--- config.mk ---
export PLATFORM = sky130hd
export DESIGN_NAME = cajero_param
export DESIGN_NICKNAME = d
export VERILOG_FILES = /design/src/rtl/cajero_param.sv
export SDC_FILE = /design/constraint.sdc
export NUM_CORES = 1
export LEC_CHECK = 0
export ABC_AREA = 0
export BUFFER_PORTS_ARGS = -buffer_cell sky130_fd_sc_hd__buf_2
export CAP_MARGIN = 20
export CELL_PAD_IN_SITES_DETAIL_PLACEMENT = 0
export CELL_PAD_IN_SITES_GLOBAL_PLACEMENT = 2
export CORE_AREA = 3 3 201 203
export DETAILED_ROUTE_END_ITERATION = 6
export DIE_AREA = 0 0 204 206
export GPL_TIMING_DRIVEN = 1
export MAX_ROUTING_LAYER = met4
export PLACE_DENSITY = 0.87
export RECOVER_POWER = 50
export SETUP_SLACK_MARGIN = 0.02
export SLEW_MARGIN = 20
export SYNTH_ARGS = -nofsm -noshare
export SYNTH_HDL_FRONTEND = slang
export SYNTH_SLANG_ARGS = --single-unit
--- constraint.sdc ---
create_clock -name CLK -period 4.2 [get_ports CLK]
set_clock_uncertainty 0.15 [all_clocks]
set_input_delay 0.21 -clock CLK [delete_from_list [all_inputs] [get_ports CLK]]
set_output_delay 0.21 -clock CLK [all_outputs]
set_load 0.02 [all_outputs]
--- src/rtl/cajero_param.sv ---
// cajero_param: parametrised ATM controller with PIN check, attempt lockout and balance handling.
// Optional per-session withdrawal limit enabled by defining CAJERO_LIMITE_RETIRO_EN.
module cajero_param #(
   parameter int unsigned      PIN_DIGITS   = 4,
   parameter int unsigned      MONTO_W      = 32,
   parameter int unsigned      BAL_W        = 64,
   parameter int unsigned      MAX_INTENTOS = 3,
   parameter logic [BAL_W-1:0] INIT_BALANCE = '0
`ifdef CAJERO_LIMITE_RETIRO_EN
   ,
   parameter logic [MONTO_W+7:0] LIMITE_RETIRO = (MONTO_W+8)'(500)
`endif
) (
   input  logic                    CLK,
   input  logic                    Reset,
   input  logic                    Tarjeta_recibida,
   input  logic [4*PIN_DIGITS-1:0] PIN,
   input  logic [3:0]              Digito,
   input  logic                    Digito_STB,
   input  logic                    Tipo_trans,
   input  logic [MONTO_W-1:0]      Monto,
   input  logic                    Monto_STB,
   output logic [BAL_W-1:0]        Balance,
   output logic                    Balance_actualizado,
   output logic                    Entregar_dinero,
   output logic                    Fondos_insuficientes,
   output logic                    PIN_incorrecto,
   output logic                    Advertencia,
   output logic                    Bloqueo
`ifdef CAJERO_LIMITE_RETIRO_EN
   ,
   output logic                    Limite_excedido
`endif
);

   localparam int unsigned PIN_W  = 4 * PIN_DIGITS;
   localparam int unsigned CNT_W  = $clog2(PIN_DIGITS + 1);
   localparam int unsigned FAIL_W = $clog2(MAX_INTENTOS + 1);

   typedef enum logic [2:0] {
      ESPERA_TARJETA,
      LEER_PIN,
      VERIF_PIN,
      ESPERA_TRANS,
      PROCESA,
      BLOQUEO
   } state_t;

   state_t              state;
   logic [PIN_W-1:0]    buf_q;
   logic [CNT_W-1:0]    dig_cnt;
   logic [FAIL_W-1:0]   fail_cnt;
   logic [MONTO_W-1:0]  monto_q;
   logic                tipo_q;

   logic [PIN_W-1:0]    buf_next;
   logic [FAIL_W-1:0]   fail_next;
   logic [BAL_W-1:0]    monto_ext;
   logic [BAL_W:0]      dep_sum;
   logic [BAL_W-1:0]    dep_val;
   logic                fondos_ok;

   // Datapath helpers: digit shift, saturating deposit, funds check
   always_comb begin
      buf_next  = (buf_q << 4) | PIN_W'(Digito);
      fail_next = fail_cnt + FAIL_W'(1);
      monto_ext = BAL_W'(monto_q);
      dep_sum   = {1'b0, Balance} + (BAL_W+1)'(monto_q);
      dep_val   = dep_sum[BAL_W] ? {BAL_W{1'b1}} : dep_sum[BAL_W-1:0];
      fondos_ok = (monto_ext <= Balance);
   end

`ifdef CAJERO_LIMITE_RETIRO_EN
   localparam int unsigned ACC_W = MONTO_W + 8;

   logic [ACC_W-1:0] acc_q;
   logic [ACC_W:0]   acc_sum;
   logic             limite_ok;

   // Accepted withdrawals never push the accumulator past the limit, so ACC_W bits suffice
   always_comb begin
      acc_sum   = (ACC_W+1)'(acc_q) + (ACC_W+1)'(monto_q);
      limite_ok = (acc_sum <= (ACC_W+1)'(LIMITE_RETIRO));
   end
`endif

   always_ff @(posedge CLK or negedge Reset) begin
      if (!Reset) begin
         state                <= ESPERA_TARJETA;
         buf_q                <= '0;
         dig_cnt              <= '0;
         fail_cnt             <= '0;
         monto_q              <= '0;
         tipo_q               <= 1'b0;
         Balance              <= INIT_BALANCE;
         Balance_actualizado  <= 1'b0;
         Entregar_dinero      <= 1'b0;
         Fondos_insuficientes <= 1'b0;
         PIN_incorrecto       <= 1'b0;
         Advertencia          <= 1'b0;
         Bloqueo              <= 1'b0;
`ifdef CAJERO_LIMITE_RETIRO_EN
         acc_q                <= '0;
         Limite_excedido      <= 1'b0;
`endif
      end else begin
         Balance_actualizado  <= 1'b0;
         Entregar_dinero      <= 1'b0;
         Fondos_insuficientes <= 1'b0;
         PIN_incorrecto       <= 1'b0;
`ifdef CAJERO_LIMITE_RETIRO_EN
         Limite_excedido      <= 1'b0;
`endif
         // Card removal aborts the session from any state except the lock
         if (state != BLOQUEO && !Tarjeta_recibida) begin
            state <= ESPERA_TARJETA;
         end else begin
            case (state)
               ESPERA_TARJETA: begin
                  buf_q   <= '0;
                  dig_cnt <= '0;
`ifdef CAJERO_LIMITE_RETIRO_EN
                  acc_q   <= '0;
`endif
                  state   <= LEER_PIN;
               end

               LEER_PIN: begin
                  if (Digito_STB) begin
                     buf_q <= buf_next;
                     if (dig_cnt == CNT_W'(PIN_DIGITS - 1)) begin
                        dig_cnt <= '0;
                        state   <= VERIF_PIN;
                     end else begin
                        dig_cnt <= dig_cnt + CNT_W'(1);
                     end
                  end
               end

               VERIF_PIN: begin
                  if (buf_q == PIN) begin
                     fail_cnt    <= '0;
                     Advertencia <= 1'b0;
                     state       <= ESPERA_TRANS;
                  end else begin
                     fail_cnt       <= fail_next;
                     PIN_incorrecto <= 1'b1;
                     if (fail_next == FAIL_W'(MAX_INTENTOS)) begin
                        Bloqueo     <= 1'b1;
                        Advertencia <= 1'b0;
                        state       <= BLOQUEO;
                     end else begin
                        Advertencia <= (fail_next == FAIL_W'(MAX_INTENTOS - 1));
                        buf_q       <= '0;
                        dig_cnt     <= '0;
                        state       <= LEER_PIN;
                     end
                  end
               end

               ESPERA_TRANS: begin
                  if (Monto_STB) begin
                     monto_q <= Monto;
                     tipo_q  <= Tipo_trans;
                     state   <= PROCESA;
                  end
               end

               PROCESA: begin
                  state <= ESPERA_TRANS;
                  if (!tipo_q) begin
                     if (dep_val != Balance) begin
                        Balance             <= dep_val;
                        Balance_actualizado <= 1'b1;
                     end
`ifdef CAJERO_LIMITE_RETIRO_EN
                  end else if (!limite_ok) begin
                     Limite_excedido <= 1'b1;
`endif
                  end else if (fondos_ok) begin
                     Entregar_dinero <= 1'b1;
`ifdef CAJERO_LIMITE_RETIRO_EN
                     acc_q           <= acc_sum[ACC_W-1:0];
`endif
                     // A zero withdrawal dispenses nothing but leaves the balance untouched
                     if (monto_q != '0) begin
                        Balance             <= Balance - monto_ext;
                        Balance_actualizado <= 1'b1;
                     end
                  end else begin
                     Fondos_insuficientes <= 1'b1;
                  end
               end

               BLOQUEO: begin
                  state <= BLOQUEO;
               end

               default: begin
                  state <= ESPERA_TARJETA;
               end
            endcase
         end
      end
   end

endmodule

After elaboration in Yosys (flattened, before gate mapping). Cells that the tools add are included.

Flip-flop bits (word level): 127. Input bits: 58. Logic and storage cells: 93.

$add $sub $neg: 4. Order comparisons: 1. Equality and inequality tests: 19. Multiplexer cells: 41. Bitwise logic cells: 3. Reductions and logical operators: 12.

Operator list (count): 64-bit 2-to-1 mux (5); 64-bit by 32-bit adder with 65-bit output (1); 32-bit by 64-bit less-or-equal comparator with 1-bit output (1); 64-bit inequality test (1); 64-bit by 32-bit subtractor with 64-bit output (1); 16-bit 2-to-1 mux (3); 16-bit case mux with 3 select lines (1); 32-bit nonzero test (1); 3-bit 2-to-1 mux (10); 1-bit 2-to-1 mux (19); 3-bit case mux with 6 select lines (1); 16-bit equality test (1); 16-bit by 4-bit OR with 16-bit output (1); 3-bit inequality test (second input constant) (4); 5-bit AND reduction (2); 3-bit by 2-bit equality test with 1-bit output (second input constant) (3); 3-bit case mux with 3 select lines (1); 3-bit equality test (second input constant) (2); 2-bit inequality test (second input constant) (3); 3-bit AND reduction (2); 2-bit equality test (second input constant) (2); 2-bit by 1-bit inequality test with 1-bit output (second input constant) (2); 4-bit AND reduction (1); 3-bit by 1-bit adder with 3-bit output (second input constant) (1); 10 further kinds (11).

Longest topological paths before layout. Gate-level depths: netlist of run 1.

Depth in word-level cells: 7. Depth in mapped cells: 20. Depth with buffers taken out: 16.

Worst setup path after synthesis of run 1. OpenSTA, ideal clock, no wires.

Path kind: register -> register. Start: register Balance[1]. End: register Balance[38]. Data arrival time: 4238 ps. Data required time: 3946 ps. Setup slack: -292 ps. Stages on the path, launching flop included: 16. Path buffers: 1. Clock period less this slack: 4492 ps. Cell sequence: dfrtp_1 > ha_1 > nand2b_1 > a2111o_1 > a21o_1 > and3_1 > buf_2 > o21a_1 > o311ai_1 > mux2i_1 > a22oi_1 > or2_0 > or3b_1 > nor4_4 > nor2_1 > a221oi_1.

Word-level cells in the longest chain between the ends: 5.

RTL lines: from (decl) (line 23) `output logic [BAL_W-1:0] Balance,`; from (signal assigned) (line 173) `Balance <= dep_val;`; from (signal assigned) (line 187) `Balance <= Balance - monto_ext;`; 64-bit by 32-bit adder with 65-bit output (line 68) `dep_sum = {1'b0, Balance} + (BAL_W+1)'(monto_q);`; 64-bit 2-to-1 mux (line 69) `dep_val = dep_sum[BAL_W] ? {BAL_W{1'b1}} : dep_sum[BAL_W-1:0];`; 64-bit inequality test (line 172) `if (dep_val != Balance) begin`; 2-bit nonzero test (no line); 5-bit AND reduction (no line).

Parallel ways exist; a longest one is shown, timed or not. The select of a mux whose other input is x is not followed. A chain may end at the register's enable or synchronous reset.

Worst setup path after layout of run 1.
Start: register Balance[3]. End: register Balance[36].

The elaborated chain is that of the path after synthesis.

==> results of run 1 <==
==> through the flow <==
stage	hold slack [ns]	power, mW	cell area [sq um]
after floorplan	-0.236	9.71	12500
after global placement	0.119	15.8	16600
after detailed placement	0.136	16.0	16600
after CTS	0.0845	18.2	18000
after global routing	0.117	19.8	18000
final	0.0937	18.6	18000
==> cells in the final DEF, fill, tap and decap left out, drive strengths merged, types with 6 or more instances in the layout <==
master       instances
a211o                6
a211oi              25
a21boi               8
a21o                26
a21oi              136
a221oi               7
a22oi               11
a31oi               23
and2                10
and3                21
buf                510
clkbuf              67
clkinv               8
dfrtp              127
dlygate4sd3         40
ha                  67
inv                108
mux2                10
nand2              163
nand2b              18
nand3               74
nand4               33
nand4b               8
nor2               136
nor2b               22
nor3                59
nor3b                6
nor4                37
o211ai              16
o21a                16
o21ai              142
o311ai               6
o31a                 6
o31ai               26
or2                 20
or3                 17
or4                  6
xnor2               52
==> timing repair <==
action | 4_1_cts | 5_1_grt
buffers inserted | 12 | 4
gates cloned | 2 | 0
setup endpoints to repair | 65 | 65
hold buffers | 40 | 0
pin swaps | 31 | 5
endpoints found under the hold margin | 105 | 0
gates resized for setup | 63 | 16
==> power by group <==
group / leakage [nW] / switching, mW / internal [mW]
clock: 0.290 / 0.719 / 0.845
sequential: 1.61 / 0.373 / 1.66
combinational: 6.07 / 8.23 / 6.81
==> cells by family (layout without fill, tap and decap cells) <==
group | after synthesis | after routing
xor+xnor | 61 | 61
buf+inv | 206 | 736
compound gates | 525 | 525
mux | 15 | 15
flops | 127 | 127
simple gates | 644 | 644
fa+ha+maj | 69 | 69
==> how the worst max path moves through the flow <==
stage / end / slack [ns] / cells after the start
2_1_floorplan: Balance[38] / 0.02 / 15
3_3_place_gp: Balance[33] / -0.38 / 18
3_5_place_dp: Balance[33] / -0.51 / 19
4_1_cts: Balance[34] / -0.28 / 17
5_1_grt: Balance[57] / -0.55 / 16
6_report: Balance[36] / -0.41 / 16
==> registers in the layout, indices dropped and copies added, names as in the netlist <==
register,count
dig_cnt,3
tipo_q,1
Bloqueo,1
Advertencia,1
fail_cnt,2
Entregar_dinero,1
monto_q,32
buf_q,16
PIN_incorrecto,1
Balance,64
Balance_actualizado,1
Fondos_insuficientes,1
state,3
==> worst register-to-register path: cells and delay by family, from the launching register on <==
family,cells,cell delay [ns]
AO/OA/AOI/OAI,9,2.22
AND/OR/NAND/NOR,3,0.54
flip-flops,1,0.45
buffers and inverters,2,0.40
adder cells (fa/ha/maj),1,0.36
XOR/XNOR,1,0.34
==> per-layer routing <==
metal / share of wire (%) / global-route usage, % / vias to the layer above
li1: - / - / 7047
met4: 4.1 / 9.88 / 0
met1: 43 / 35.3 / 7325
met2: 44 / 41.8 / 755
met5: 0 / - / -
met3: 8.4 / 5.40 / 165
==> layout make-up <==
class                      instances  area [sq um]  share of cell area, %
multi-input combinational       1314          8800                   48.9
timing repair buffer             601          4380                   24.3
sequential                       127          3190                   17.7
tap                              518           648                   3.60
clock buffer                      17           425                   2.36
inverter                         103           390                   2.17
clock inverter                    15           169                  0.938
==> results by group, run 1 <==
Status
  – Status: finished with violations
  – Violated checks: max-capacitance violations, max-slew violations, negative setup slack

Layout
  – Share of cells above drive strength 1: 31.3%
  – Fin util: 46.6%
  – Diode count: 0
  – Area Overhead vs Synth: 46.2%
  – Fillers: 3860
  – Final nets: 2291
  – Finished Layout Cells: 2695

Critical path
  – Setup crit end kind: flop
  – Most common cell on crit path: o211ai_1
  – Class of the most critical setup path: flop to flop
  – Reg2reg path depth: 16
  – Worst Path Required: 4.38 ns
  – Slowest cell delay on critical path: 0.45 ns
  – Setup crit start: Balance[3]
  – Worst R2R Setup Slack: -0.41 ns
  – CP cell instances: ha_1 > nor2_1 > a221oi_4 > nand2_1 > a211o_1 > xnor2_1 > o211ai_1 > a2111oi_4 > o211ai_1 > nand4bb_1 > a2111o_1 > o21ai_4 > inv_4 > bufbuf_16 > a21oi_1 > a311oi_1
  – CP top delay family: compound AO/OA/AOI/OAI gates
  – Arrival @ worst endpoint: 4.80 ns
  – CP max stage cell: dfrtp_2
  – Buf/Inv on CP: 2
  – RR Startpoint: Balance[3]
  – Crit-path max FO: 13
  – CP Launch Type: flop
  – Critical register-to-register path endpoint: Balance[36]

Synth
  – Synth top area cells: dfrtp_1, ha_1, a21oi_1
  – Top FF cell, synth: dfrtp_1
  – Library cells used by synthesis: 96
  – Mux cell area share after synthesis: 1.32%
  – Largest family of logic cells by synthesized area: compound AO/OA/AOI/OAI gates
  – Average cell area after synthesis: 7.48 sq um
  – EDFF count, synth: 0
  – Sequential area share after synthesis: 25.8%
  – Post-synthesis adder-cell area fraction: 7.13%
  – Cell with the most instances after synthesis: nand2_1
  – Xor/xnor share of the synthesized area: 4.78%
  – Syn Nets: 1774
  – Biggest area consumer among synthesized cells: dfrtp_1
  – Post-Syn Instances: 1647
  – Post-Synth Simple-Gate Area: 26.3%
  – Synth Area in Compound Gates: 27.9%
  – Yosys Warn Count: 0
  – Async SR Flop Fraction: 100%
  – Synthesized area: 12300 sq um
  – #FFs+latches synth: 127
  – Most frequent cells after synthesis: nand2_1, nor2_1, a21oi_1
  – Synth top area share: 25.8%

STA
  – Rel. slew slack: -34.0%
  – Final setup fails: 65
  – Post-layout min period: 4.61 ns
  – Final WS setup: -0.411 ns
  – Period utilization: 110%
  – RSZ-0062 raised after global routing: yes
  – Max-slew violation count: 69
  – Max Fclk: 0.217 GHz
  – Final-report hold violation count: 0
  – Post-Route Setup TNS: -20.82 ns
  – Slew @ Worst Pin: 2.01 ns

Global routing
  – Largest net degree at the start of global routing: 69
  – Vias in the first global route: 15098
  – First-pass GRT wire length: 86.4 mm
  – Antenna violations before repair: 0
  – GRT Residual Overflow: 0
  – All-Layer GR Usage: 27.0%

Detailed routing
  – Drt drc: 0
  – Vias after detailed routing: 15292
  – 1st-iter DRT viols: 1478
  – Drt pass-1 iters: 6
  – Vias per cell: 5.67
  – Post-route antenna net violation count: 0
  – Routed length per instance: 20.6 um
  – Final WL: 55.5 mm

Floorplanning
  – Die height: 206 um
  – Initial core utilization: 31.9%
  – Area of the die: 42000 sq um
  – CORE AREA: 38600 sq um
  – # IOs: 128
  – Row count: 72
  – Die X: 204 um

Power and ir drop
  – Leakage power: 7.96 nW
  – Power Dens Cells: 1030 nW/um^2
  – Worst vdd ir: 0.000441 V

Clocking
  – Clock-pin slew on the worst setup and hold paths: 0.07 ns
  – Clk buf depth: 2
  – Total CTS buffers: 17
  – Worst skew pair latency: 0.47 ns
  – H-tree levels: 4
  – Clk Tree Root Cell: clkbuf_16
  – TritonCTS clock tree: yes
  – Clock Sinks: 127

Placed design
  – GPL Wtd Cong: 1.04
  – Worst slack, placed: -0.514 ns
  – I/O Buffers: 127
  – DP Cell Count: 2606
  – DP HPWL: 42.9 mm

Hold path
  – Hold Path Depth: 4
  – Hold crit path type: input port to flop
  – Hold endpoint: monto_q[2]
  – Hold path start: Monto_STB

Job
  – Max Cap Viol: 1
(Power assumes the default switching activity.)
==> inputs of run 2 (changes only) <==
- CORE_AREA: 3 3 201 203 -> 3 3 192 194
- DIE_AREA: 0 0 204 206 -> 0 0 195 197
- PLACE_DENSITY: 0.87 -> 0.91
- clock period: 4.2 -> 5.1 ns (I/O delays scaled with it)
==> results by group, run 2 (same netlist as run 1, synthesis figures left out) <==
Floorplanning
  – Initial core utilization: 34.8% (+2.9 points)
  – Die X: 195 um (-4.4%)
  – Row count: 69 (-4.2%)
  – # IOs: 128 (unchanged)
  – Die height: 197 um (-4.4%)
  – Area of the die: 38400 sq um (-8.6%)
  – CORE AREA: 35400 sq um (-8.4%)

STA
  – Final setup fails: 0 (-100%)
  – Hold_ws: 0.0254 ns (-0.0682 ns)
  – Post-layout min period: 4.89 ns (+0.279 ns)
  – Max-slew violation count: 107 (+55%)
  – Final-report hold violation count: 0 (unchanged)
  – Max Fclk: 0.205 GHz (-5.7%)
  – Rel. slew slack: -51.1% (-17 points)
  – Slew @ Worst Pin: 2.27 ns (+0.256 ns)
  – Period utilization: 95.9% (-14 points)

Layout
  – Area Overhead vs Synth: 22.8%
  – Reg with most FFs: Balance
  – Final nets: 2000 (-13%)
  – Most frequent cells in the layout: nand2_1, nor2_1, a21oi_1, o21ai_0, buf_4
  – Largest register FFs: 64 (unchanged)
  – Most common cell after layout, fill and taps aside: nand2_1
  – Largest regs: Balance x64, monto_q x32, buf_q x16
  – Design area: 15100 sq um (-16%)
  – Share of cells above drive strength 1: 15.9% (-15 points)

Job
  – Max Cap Viol: 2 (+1)

Detailed routing
  – Vias per cell: 5.89 (+3.8%)
  – Final WL: 51.7 mm (-6.9%)
  – DR WL met2: 23.0 mm (-6.6%)
  – Routed length per instance: 22.0 um (+6.9%)
  – 1st-iter DRT viols: 1379 (-6.7%)
  – Vias after detailed routing: 13825 (-9.6%)
  – Highest Signal Layer: met4
  – Met3 WL: 3.33 mm (-29%)
  – Drt pass-1 iters: 7 (+1)
  – Post-route antenna net violation count: 0 (unchanged)
  – Drt drc: 6 (+6)
  – Met1 WL: 23.8 mm (-0.60%)

Clocking
  – Clock-pin slew on the worst setup and hold paths: 0.06 ns (about the same)
  – H-tree levels: 4 (unchanged)
  – TritonCTS clock tree: yes
  – Clock Sinks: 127 (unchanged)
  – Clk buf depth: 2 (unchanged)
  – Total CTS buffers: 17 (unchanged)
  – Worst skew pair latency: 0.46 ns (about the same)
  – Clk Tree Root Cell: clkbuf_16

Critical path
  – Setup crit end kind: flop
  – Class of the most critical setup path: flop to flop
  – Arrival @ worst endpoint: 5.10 ns (+0.30 ns)
  – Worst R2R Setup Slack: 0.21 ns (+0.62 ns)
  – Critical register-to-register path endpoint: Balance[38]
  – CP Launch Type: flop
  – Reg2reg path depth: 16 (unchanged)
  – RR Startpoint: monto_q[0]
  – Crit-path max FO: 14 (+1)
  – Worst Path Required: 5.31 ns (+0.93 ns)

Global routing
  – Largest net degree at the start of global routing: 84 (+22%)
  – Antenna violations before repair: 2 (+2)
  – All-Layer GR Usage: 27.2% (+0.17 points)
  – First-pass GRT wire length: 79.5 mm (-7.9%)
  – Vias in the first global route: 13163 (-13%)
  – GRT Residual Overflow: 0 (unchanged)

Hold path
  – Hold endpoint: state[1]
  – Hold Path Depth: 4 (unchanged)
  – Hold crit path type: input port to flop
  – Hold path start: Monto_STB

Status
  – Violated checks: design-rule violations, max-capacitance violations, max-slew violations
  – Status: finished with violations

Placed design
  – I/O Buffers: 127 (unchanged)
  – DP HPWL: 39.7 mm (-7.4%)
  – Placement-stage cell area: 14200 sq um (-14%)
  – GPL Wtd Cong: 0.990 (-4.8%)

Power and ir drop
  – Tot Pwr: 12.5 mW (-33%)
  – Worst vdd ir: 0.000317 V (-28%)
  – Power Dens Cells: 826 nW/um^2 (-20%)
  – Leakage power: 6.30 nW (-21%)
[run 2: worst max-delay path, cell delays in order, from the launching register on]
cell	delay [ns]
dfrtp_1	0.43
ha_1	0.24
fa_1	0.42
nor2b_1	0.19
o311ai_4	0.33
a31o_2	0.28
a21oi_2	0.12
o21ai_1	0.27
a21boi_2	0.17
buf_4	0.19
or4_1	0.50
a31oi_1	0.36
nand4b_1	0.22
o21ai_4	0.26
buf_4	0.29
o21ai_0	0.13
a221oi_1	0.24
[run 2: cell type report]
class	count	area, sq um
clock inverters	13	131
diodes	2	5.00
flip-flops and latches	127	3180
multi-input cells	1314	8390
well taps	461	577
fillers	3701	20300
clock buffers	18	439
repair buffers	310	2020
inverters	103	389
[run 2: how the worst max path moves through the flow]
stage | startpoint | endpoint | slack, ns | depth (start not counted)
after floorplan | Balance[1] | Balance[38] | 0.61 | 15
after global placement | monto_q[1] | Balance[41] | -0.001 | 18
after detailed placement | monto_q[1] | Balance[11] | -0.04 | 17
after CTS | monto_q[1] | Balance[14] | 0.10 | 17
after global routing | monto_q[10] | Balance[49] | -0.003 | 17
final | monto_q[0] | Balance[38] | 0.21 | 16
[run 2: what timing repair did]
item,CTS,global route
buffers inserted,0,6
hold buffers,39,0
pin swaps,0,2
gates resized for setup,3,13
setup endpoints to repair,28,60
hold endpoints to repair,121,0
[run 2: per-layer routing]
layer  GRT usage (%)  vias up
met2            41.4      600
met5               -        -
met1            37.2     6677
li1                -     6461
met3            4.70       87
met4            8.27        0
[run 2: per-stage QoR]
| step | setup slack (ns) | TNS (ns) | utilization [%] | instances |
|---|---|---|---|---|
| final | 0.210 | 0 | 42.8 | 2348 |
| after global routing | -0.00260 | -0.00260 | 42.8 | 2348 |
| after CTS | 0.101 | 0 | 42.9 | 2340 |
| after detailed placement | -0.0373 | -0.203 | 40.1 | 2270 |
| after global placement | -0.00146 | -0.00146 | 40.1 | 2270 |
| after floorplan | 0.608 | 0 | - | 1647 |
[run 2: report_power, final]
group	internal, mW	leakage [nW]	switching, mW
Combinational	3.59	4.42	5.84
Clock	0.690	0.264	0.557
Sequential	1.36	1.62	0.461
